--- src/rtl/dbg_loader.sv ---
// Debug/load initiator: decodes a UART byte protocol into core debug-port
// accesses (memory writes, halt/go/step, read-back) and returns response bytes.
module dbg_loader #(
   parameter int unsigned TIMEOUT = 1_000_000
) (
   input  logic        clk,
   input  logic        rst,
   input  logic [7:0]  in_data,
   input  logic        in_valid,
   output logic        in_ready,
   output logic [7:0]  out_data,
   output logic        out_valid,
   input  logic        out_ready,
   output logic [31:0] addr,
   output logic [31:0] din,
   output logic        we_im,
   output logic        we_dm,
   output logic        debug,
   output logic        step,
   input  logic [31:0] dout_im,
   input  logic [31:0] dout_dm,
   input  logic [31:0] dout_rf
);

   localparam int unsigned TW = $clog2(TIMEOUT + 1);

   localparam logic [7:0] CMD_WIM  = 8'h49;
   localparam logic [7:0] CMD_WDM  = 8'h44;
   localparam logic [7:0] CMD_RIM  = 8'h69;
   localparam logic [7:0] CMD_RDM  = 8'h64;
   localparam logic [7:0] CMD_RRF  = 8'h72;
   localparam logic [7:0] CMD_HALT = 8'h48;
   localparam logic [7:0] CMD_GO   = 8'h47;
   localparam logic [7:0] CMD_STEP = 8'h53;
   localparam logic [7:0] RSP_OK   = 8'h4B;
   localparam logic [7:0] RSP_ERR  = 8'h45;
   localparam logic [7:0] RSP_UNK  = 8'h3F;

   typedef enum logic [2:0] {IDLE, ADDR, DATA, EXEC, RD_WAIT, SEND, RESP} state_t;

   state_t        state_q, state_d;
   logic [7:0]    cmd_q;
   logic [1:0]    cnt_q;
   logic [TW-1:0] idle_q;
   logic [31:0]   shreg_q;
   logic [7:0]    resp_byte;
   logic          in_fire, out_fire, timed_out, cmd_is_write;

   assign in_ready     = !rst && (state_q == IDLE || state_q == ADDR || state_q == DATA);
   assign in_fire      = in_valid && in_ready;
   assign out_fire     = out_valid && out_ready;
   assign timed_out    = (idle_q == TW'(TIMEOUT - 1));
   assign cmd_is_write = (cmd_q == CMD_WIM) || (cmd_q == CMD_WDM);
   assign out_data     = shreg_q[7:0];

   // NOTE: state/data registers use <= so every flop samples pre-edge values;
   // blocking here would make results depend on process ordering.
   always_ff @(posedge clk) begin
      if (rst) state_q <= IDLE;
      else     state_q <= state_d;
   end

   // NOTE: every output of this block gets a default first, so no path can
   // leave one unassigned and infer a latch.
   always_comb begin
      state_d   = state_q;
      we_im     = 1'b0;
      we_dm     = 1'b0;
      step      = 1'b0;
      resp_byte = RSP_OK;
      case (state_q)
         IDLE: if (in_fire) begin
            case (in_data)
               CMD_WIM, CMD_WDM, CMD_RIM, CMD_RDM, CMD_RRF: state_d = ADDR;
               CMD_HALT, CMD_GO, CMD_STEP:                  state_d = EXEC;
               default:                                     state_d = RESP;
            endcase
         end
         ADDR: begin
            if (in_fire && cnt_q == 2'd3) state_d = cmd_is_write ? DATA : RD_WAIT;
            else if (!in_fire && timed_out) state_d = IDLE;
         end
         DATA: begin
            if (in_fire && cnt_q == 2'd3) state_d = EXEC;
            else if (!in_fire && timed_out) state_d = IDLE;
         end
         EXEC: begin
            state_d = RESP;
            case (cmd_q)
               CMD_WIM:  if (debug) we_im = 1'b1; else resp_byte = RSP_ERR;
               CMD_WDM:  if (debug) we_dm = 1'b1; else resp_byte = RSP_ERR;
               CMD_STEP: if (debug) step  = 1'b1; else resp_byte = RSP_ERR;
               default:  resp_byte = RSP_OK;
            endcase
         end
         RD_WAIT: state_d = SEND;
         SEND:    if (out_fire && cnt_q == 2'd3) state_d = IDLE;
         RESP:    if (out_fire) state_d = IDLE;
         default: state_d = IDLE;
      endcase
      // A strobe landing in a reset cycle must never reach the core.
      if (rst) begin
         we_im = 1'b0;
         we_dm = 1'b0;
         step  = 1'b0;
      end
   end

   always_ff @(posedge clk) begin
      if (rst) begin
         cmd_q     <= '0;
         cnt_q     <= '0;
         idle_q    <= '0;
         shreg_q   <= '0;
         out_valid <= 1'b0;
         debug     <= 1'b1;
         addr      <= '0;
         din       <= '0;
      end else begin
         case (state_q)
            IDLE: begin
               cnt_q  <= '0;
               idle_q <= '0;
               if (in_fire) begin
                  cmd_q <= in_data;
                  if (state_d == RESP) begin
                     shreg_q   <= {24'd0, RSP_UNK};
                     out_valid <= 1'b1;
                  end
               end
            end
            ADDR, DATA: begin
               if (in_fire) begin
                  idle_q <= '0;
                  cnt_q  <= cnt_q + 2'd1;
                  if (state_q == ADDR) addr <= {in_data, addr[31:8]};
                  else                 din  <= {in_data, din[31:8]};
               end else begin
                  idle_q <= idle_q + TW'(1);
               end
            end
            EXEC: begin
               shreg_q   <= {24'd0, resp_byte};
               out_valid <= 1'b1;
               if (cmd_q == CMD_HALT) debug <= 1'b1;
               if (cmd_q == CMD_GO)   debug <= 1'b0;
            end
            RD_WAIT: begin
               case (cmd_q)
                  CMD_RIM: shreg_q <= dout_im;
                  CMD_RDM: shreg_q <= dout_dm;
                  default: shreg_q <= dout_rf;
               endcase
               out_valid <= 1'b1;
               cnt_q     <= '0;
            end
            SEND: if (out_fire) begin
               shreg_q <= {8'd0, shreg_q[31:8]};
               cnt_q   <= cnt_q + 2'd1;
               if (cnt_q == 2'd3) out_valid <= 1'b0;
            end
            RESP: if (out_fire) out_valid <= 1'b0;
            default: ;
         endcase
      end
   end

endmodule
--- config.mk ---
export PLATFORM = sky130hd
export DESIGN_NAME = dbg_loader
export DESIGN_NICKNAME = d
export VERILOG_FILES = /design/src/rtl/dbg_loader.sv
export SDC_FILE = /design/constraint.sdc
export NUM_CORES = 1
export LEC_CHECK = 0
export CORE_MARGIN = 3
export CORE_UTILIZATION = 48
export CTS_CLUSTER_DIAMETER = 100
export DETAILED_ROUTE_END_ITERATION = 16
export PLACE_DENSITY_LB_ADDON = 0.05
export SLEW_MARGIN = 20
export SYNTH_ARGS = -nofsm -noshare
export SYNTH_HDL_FRONTEND = slang
export SYNTH_SLANG_ARGS = --single-unit
--- constraint.sdc ---
create_clock -name clk -period 2.7 [get_ports clk]
set_clock_uncertainty 0.1 [all_clocks]
set_input_delay 0.27 -clock clk [delete_from_list [all_inputs] [get_ports clk]]
set_output_delay 0.27 -clock clk [all_outputs]
set_load 0.005 [all_outputs]
# After elaboration in Yosys (flattened, before gate mapping)
# Index checks and enable logic that the tools add are counted.
# W data, S select, Z words.
# totals
input_bits	108
word_cells	111
regBits	131
# classes
n_addsub	2
n_mux	39
n_reduce_logical	30
eq_ne	30
bitwise_logic	1
# op_table
operator	count
$pmux W32 S4	1
$eq A8 B7 Y1 const B	15
$mux W32	3
$pmux W32 S2	1
$pmux W20 S2	1
$mux W3	7
$pmux W3 S7	1
$add A20 B1 Y20 const B	1
$eq A20 B20 Y1 const B	1
$mux W20	1
$mux W1	17
$eq A3 B3 Y1 const B	4
$ne A2 B2 Y1 const B	5
$reduce_and A3 Y1	3
$mux W4	2
$reduce_bool A4 Y1	2
$eq A3 B2 Y1 const B	2
$logic_and A1 B1 Y1	6
$pmux W2 S3	1
$pmux W3 S2	1
$reduce_and A6 Y1	1
$reduce_or A2 Y1	3
$reduce_or A3 Y1	2
$reduce_or A5 Y1	1
other kinds (14)	20

# Longest topological paths before layout
# logic_depth
depth_word	14
ltp_mapped	9

# Least setup slack after synthesis
# Ideal clock, no wire load.
# synth_path
kind	flip-flop to flip-flop
from	register cmd_q[1]
to	register shreg_q[3]
synth_period_minus_slack_ns	1.948
path_buffers	2
setup_slack_ns	0.752
stages_incl_launch_ff	8
arrival_time_ns	1.714
cell_sequence	dfxtp_1 > buf_4 > nor4b_4 > o21bai_2 > buf_6 > a22o_1 > a221oi_2 > a211oi_1
# synth_between
elab_chain_cells	8
# synth_lines
item	line	rtl
start: declaration	42	logic [7:0] cmd_q;
start signal: assignment	125	cmd_q <= in_data;
$eq A8 B7 Y1	53, 89	
$logic_or A1 B1 Y1	53	assign cmd_is_write = (cmd_q == CMD_WIM) || (cmd_q == CMD_WDM);
$mux W3 (2 in series)	80	if (in_fire && cnt_q == 2'd3) state_d = cmd_is_write ? DATA : RD_WAIT;
$pmux W3 S7	71	case (state_q)
$eq A3 B3 Y1	126	if (state_d == RESP) begin
$ne A2 B1 Y1 (no source line)	-	
$reduce_and A4 Y1 (no source line)	-	
end signal: assignment	127	shreg_q <= {24'd0, RSP_UNK};
end signal: assignment	143	shreg_q <= {24'd0, resp_byte};
end signal: assignment	150	CMD_RIM: shreg_q <= dout_im;
end: declaration	45	logic [31:0] shreg_q;
# Several ways; a longest one is shown, not always the timed one.
# A chain may end at the register's enable or synchronous reset.

# Worst setup path in the final report
# layout_path
from	register cmd_q[3]
to	output port we_im
# layout_between
elab_chain_cells	4
# layout_lines
item	line	rtl
$eq A8 B7 Y1	89	case (cmd_q)
$mux W1	89	
$mux W1	71	
$mux W1	102	if (rst) begin
end: declaration	16	output logic we_im,
# Every way passes these cells.

==> results.cfg <==
[clock_tree]
clock_tree.root_cell = clkbuf_16
numClockSinks = 131
cts_tree = yes
hold_buffers = 0
clkTransAtPathRegs_ns = 0.06
cts.path.max_buffers = 2
cts_resized = 0
htreeDepth = 4
cts_buffers = 17
post-cts-setup-buffers = 0
worstSkewPairLatency_ns = 0.42

[worst_hold_path]
min_from = rst
min_path_type = in -> reg

[global_route]
grt_pass1_vias = 6280
grt_pass1_wl_um = 30300
grt_overflow = 0
grt_max_degree = 82
antenna_found_initial = 0
track_usage_pct = 25.6

[pwr]
swShare_pct = 24.6
p_switching_mw = 1.30
power_mw = 5.27
p_int_mw = 3.97
power_density_nw_per_um2 = 588
p_seq_share_pct = 39.6
ir_drop_uv = 464
comb_power_share_pct = 14.0
leakage_nw = 3.07
power.share.clock_pct = 46.4

[floorplanning]
core_area_sq_um = 12800
ios = 186
dieArea_sq_um = 14700
std_cell_rows = 41
die_y_um = 121
die_w_um = 121
start_util_pct = 49.7

[routing]
drtIter0Drc = 586
routed_wl_um = 19300
wl_per_cell_um = 16.4
ant_nets = 0
vias = 6661
first_pass_iters = 5
via_per_inst = 5.67
drc_errors = 0

[sta]
rsz0062_at_grt = false
min_period_ns = 2.58
setup_tns_ns = 0
relSlewSlack_pct = 45.9
setup_viol = 0
finalHoldViolations = 0
final.period_utilization_pct = 95.4
drv_slew = 0
worst_pin_slew_ns = 0.812
fmaxAchievable_mhz = 388

[synthesis]
ys.flop_type = dfxtp_1
ys_async_sr_fraction_pct = 0
syn_inst = 833
synth_area_leaders = dfxtp_1, nand2_1, a21oi_1
synth_common_cells = nand2_1, dfxtp_1, a21oi_1, clkbuf_1
synth_top_cell_area_share_pct = 41.2
yosys_warnings = 0
syn_area_sq_um = 6370
ys_seq_area_share_pct = 41.2
synth_cell_type_count = 61
synth_fp_nets = 943
synth_enable_flop_cells = 0
yosys.cell_count.top_type = nand2_1
ys_ff_latch = 131
syn_avg_cell_area_sq_um = 7.65
synth_area_leader_cell = dfxtp_1

[run]
drv_cap = 0

[layout]
fin_nets = 1101
n_antenna_cell = 0
fin_util_pct = 69.9
syn2layout_area_growth_pct = 40.6
fillers = 1068
final_layout_size_suffix_gt1_share_pct = 7.58

[place]
hpwlAfterDp_um = 13700
io_buffers = 185
routabilityCongestion = 0.846

[setup_path]
rr_startpoint = cmd_q[3]$_SDFFE_PP0P_
end_kind = output port
cp-start-kind = register
critPathKind = reg -> out
cp_max_fo = 11
critical_path_arrival_ns = 2.21
cp.required_ns = 2.33
startpoint = cmd_q[3]$_SDFFE_PP0P_

[run_status]
status = finished clean
[kinds of logic (layout without fill, tap and decap cells)]
logic type | Yosys count | count (layout) | synth area share, %
AND/OR/NAND/NOR | 351 | 351 | 25.8
AO/OA/AOI/OAI | 254 | 254 | 25.0
flip-flops | 131 | 131 | 41.2
buffers and inverters | 82 | 252 | 5.89
XOR/XNOR | 13 | 13 | 1.79
adder cells (fa/ha/maj) | 2 | 2 | 0.393
[layout make-up]
cell class	count	area (sq um)	area share (%)
Clock buffer	19	453	5.06
Clock inverter	12	180	2.01
Inverter	7	26.3	0.293
Multi-Input combinational cell	620	3380	37.8
Sequential cell	131	2620	29.3
Tap cell	172	215	2.40
Timing Repair Buffer	214	2080	23.2
[path summary, 6_finish.rpt]
| kind | slack [ns] | end | depth (start not counted) |
|---|---|---|---|
| worst max-delay path | 0.12 | we_im | 3 |
| worst min-delay path | 0.1 | shreg_q[31]$_SDFFE_PP0P_ | 2 |
| worst max register to register | 0.43 | shreg_q[0]$_SDFFE_PP0P_ | 7 |
| worst min register to register | 0.35 | din[3]$_SDFFE_PP0P_ | 2 |
[layout by cell type (no fill, tap or decap), drive strengths merged, types with 3 or more instances in the layout]
master | Yosys | final
a211oi | 6 | 6
a21oi | 112 | 112
a221oi | 6 | 6
a22o | 27 | 27
a22oi | 27 | 27
a31oi | 4 | 4
a32oi | 9 | 9
and2 | 5 | 5
and4 | 3 | 3
buf | 26 | 30
bufinv | 0 | 4
clkbuf | 49 | 19
clkdlybuf4s50 | 0 | 184
clkinvlp | 0 | 5
dfxtp | 131 | 131
inv | 7 | 8
nand2 | 184 | 184
nand2b | 10 | 10
nand3 | 23 | 23
nand3b | 4 | 4
nand4 | 8 | 8
nor2 | 45 | 45
nor2b | 5 | 5
nor3 | 32 | 32
nor3b | 4 | 4
nor4 | 4 | 4
nor4b | 4 | 4
o21ai | 46 | 46
o22ai | 3 | 3
or3 | 3 | 3
or3b | 4 | 4
xnor2 | 4 | 4
xor2 | 9 | 9
[worst max-delay path, stage by stage (launching register included)]
cell,delay [ns]
dfxtp_1,0.53
and4bb_2,0.46
nor3b_1,0.21
clkdlybuf4s50_1,0.58
[per-layer routing]
layer / GRT usage (%) / wire (um) / vias to the layer above
met5: 0 / 0 / -
met3: 5.59 / 1150 / 23
met2: 43.4 / 9810 / 259
met1: 32.9 / 8050 / 3117
met4: 7.63 / 299 / 0
li1: - / - / 3262
[stage by stage]
step / hold slack [ns] / instances / area, sq um / worst slack (ns)
finish: 0.0981 / 1175 / 8960 / 0.124
global route: 0.0880 / 1175 / 8960 / 0.0332
CTS: 0.0814 / 1175 / 8960 / 0.0656
detailed placement: 0.348 / 1144 / 8320 / 0.0135
global placement: 0.342 / 1144 / 8320 / 0.0653
floorplan: 0.306 / 833 / 6370 / 0.752
[registers in the layout (all words and copies together), names as in the netlist]
signal     cells
out_valid      1
din           32
shreg_q       32
debug          1
cnt_q          2
state_q        3
idle_q        20
cmd_q          8
addr          32
[power groups by stage]
stage | combinational [mW] | sequential (mW) | clock, mW
2_1_floorplan | 0.422 | 2.09 | 0
3_3_place_gp | 0.713 | 2.12 | 0
3_5_place_dp | 0.727 | 2.12 | 0
4_1_cts | 0.732 | 2.08 | 2.48
5_1_grt | 0.800 | 2.09 | 2.57
6_report | 0.738 | 2.08 | 2.45
No activity file was read; power rests on OpenSTA's default activity.
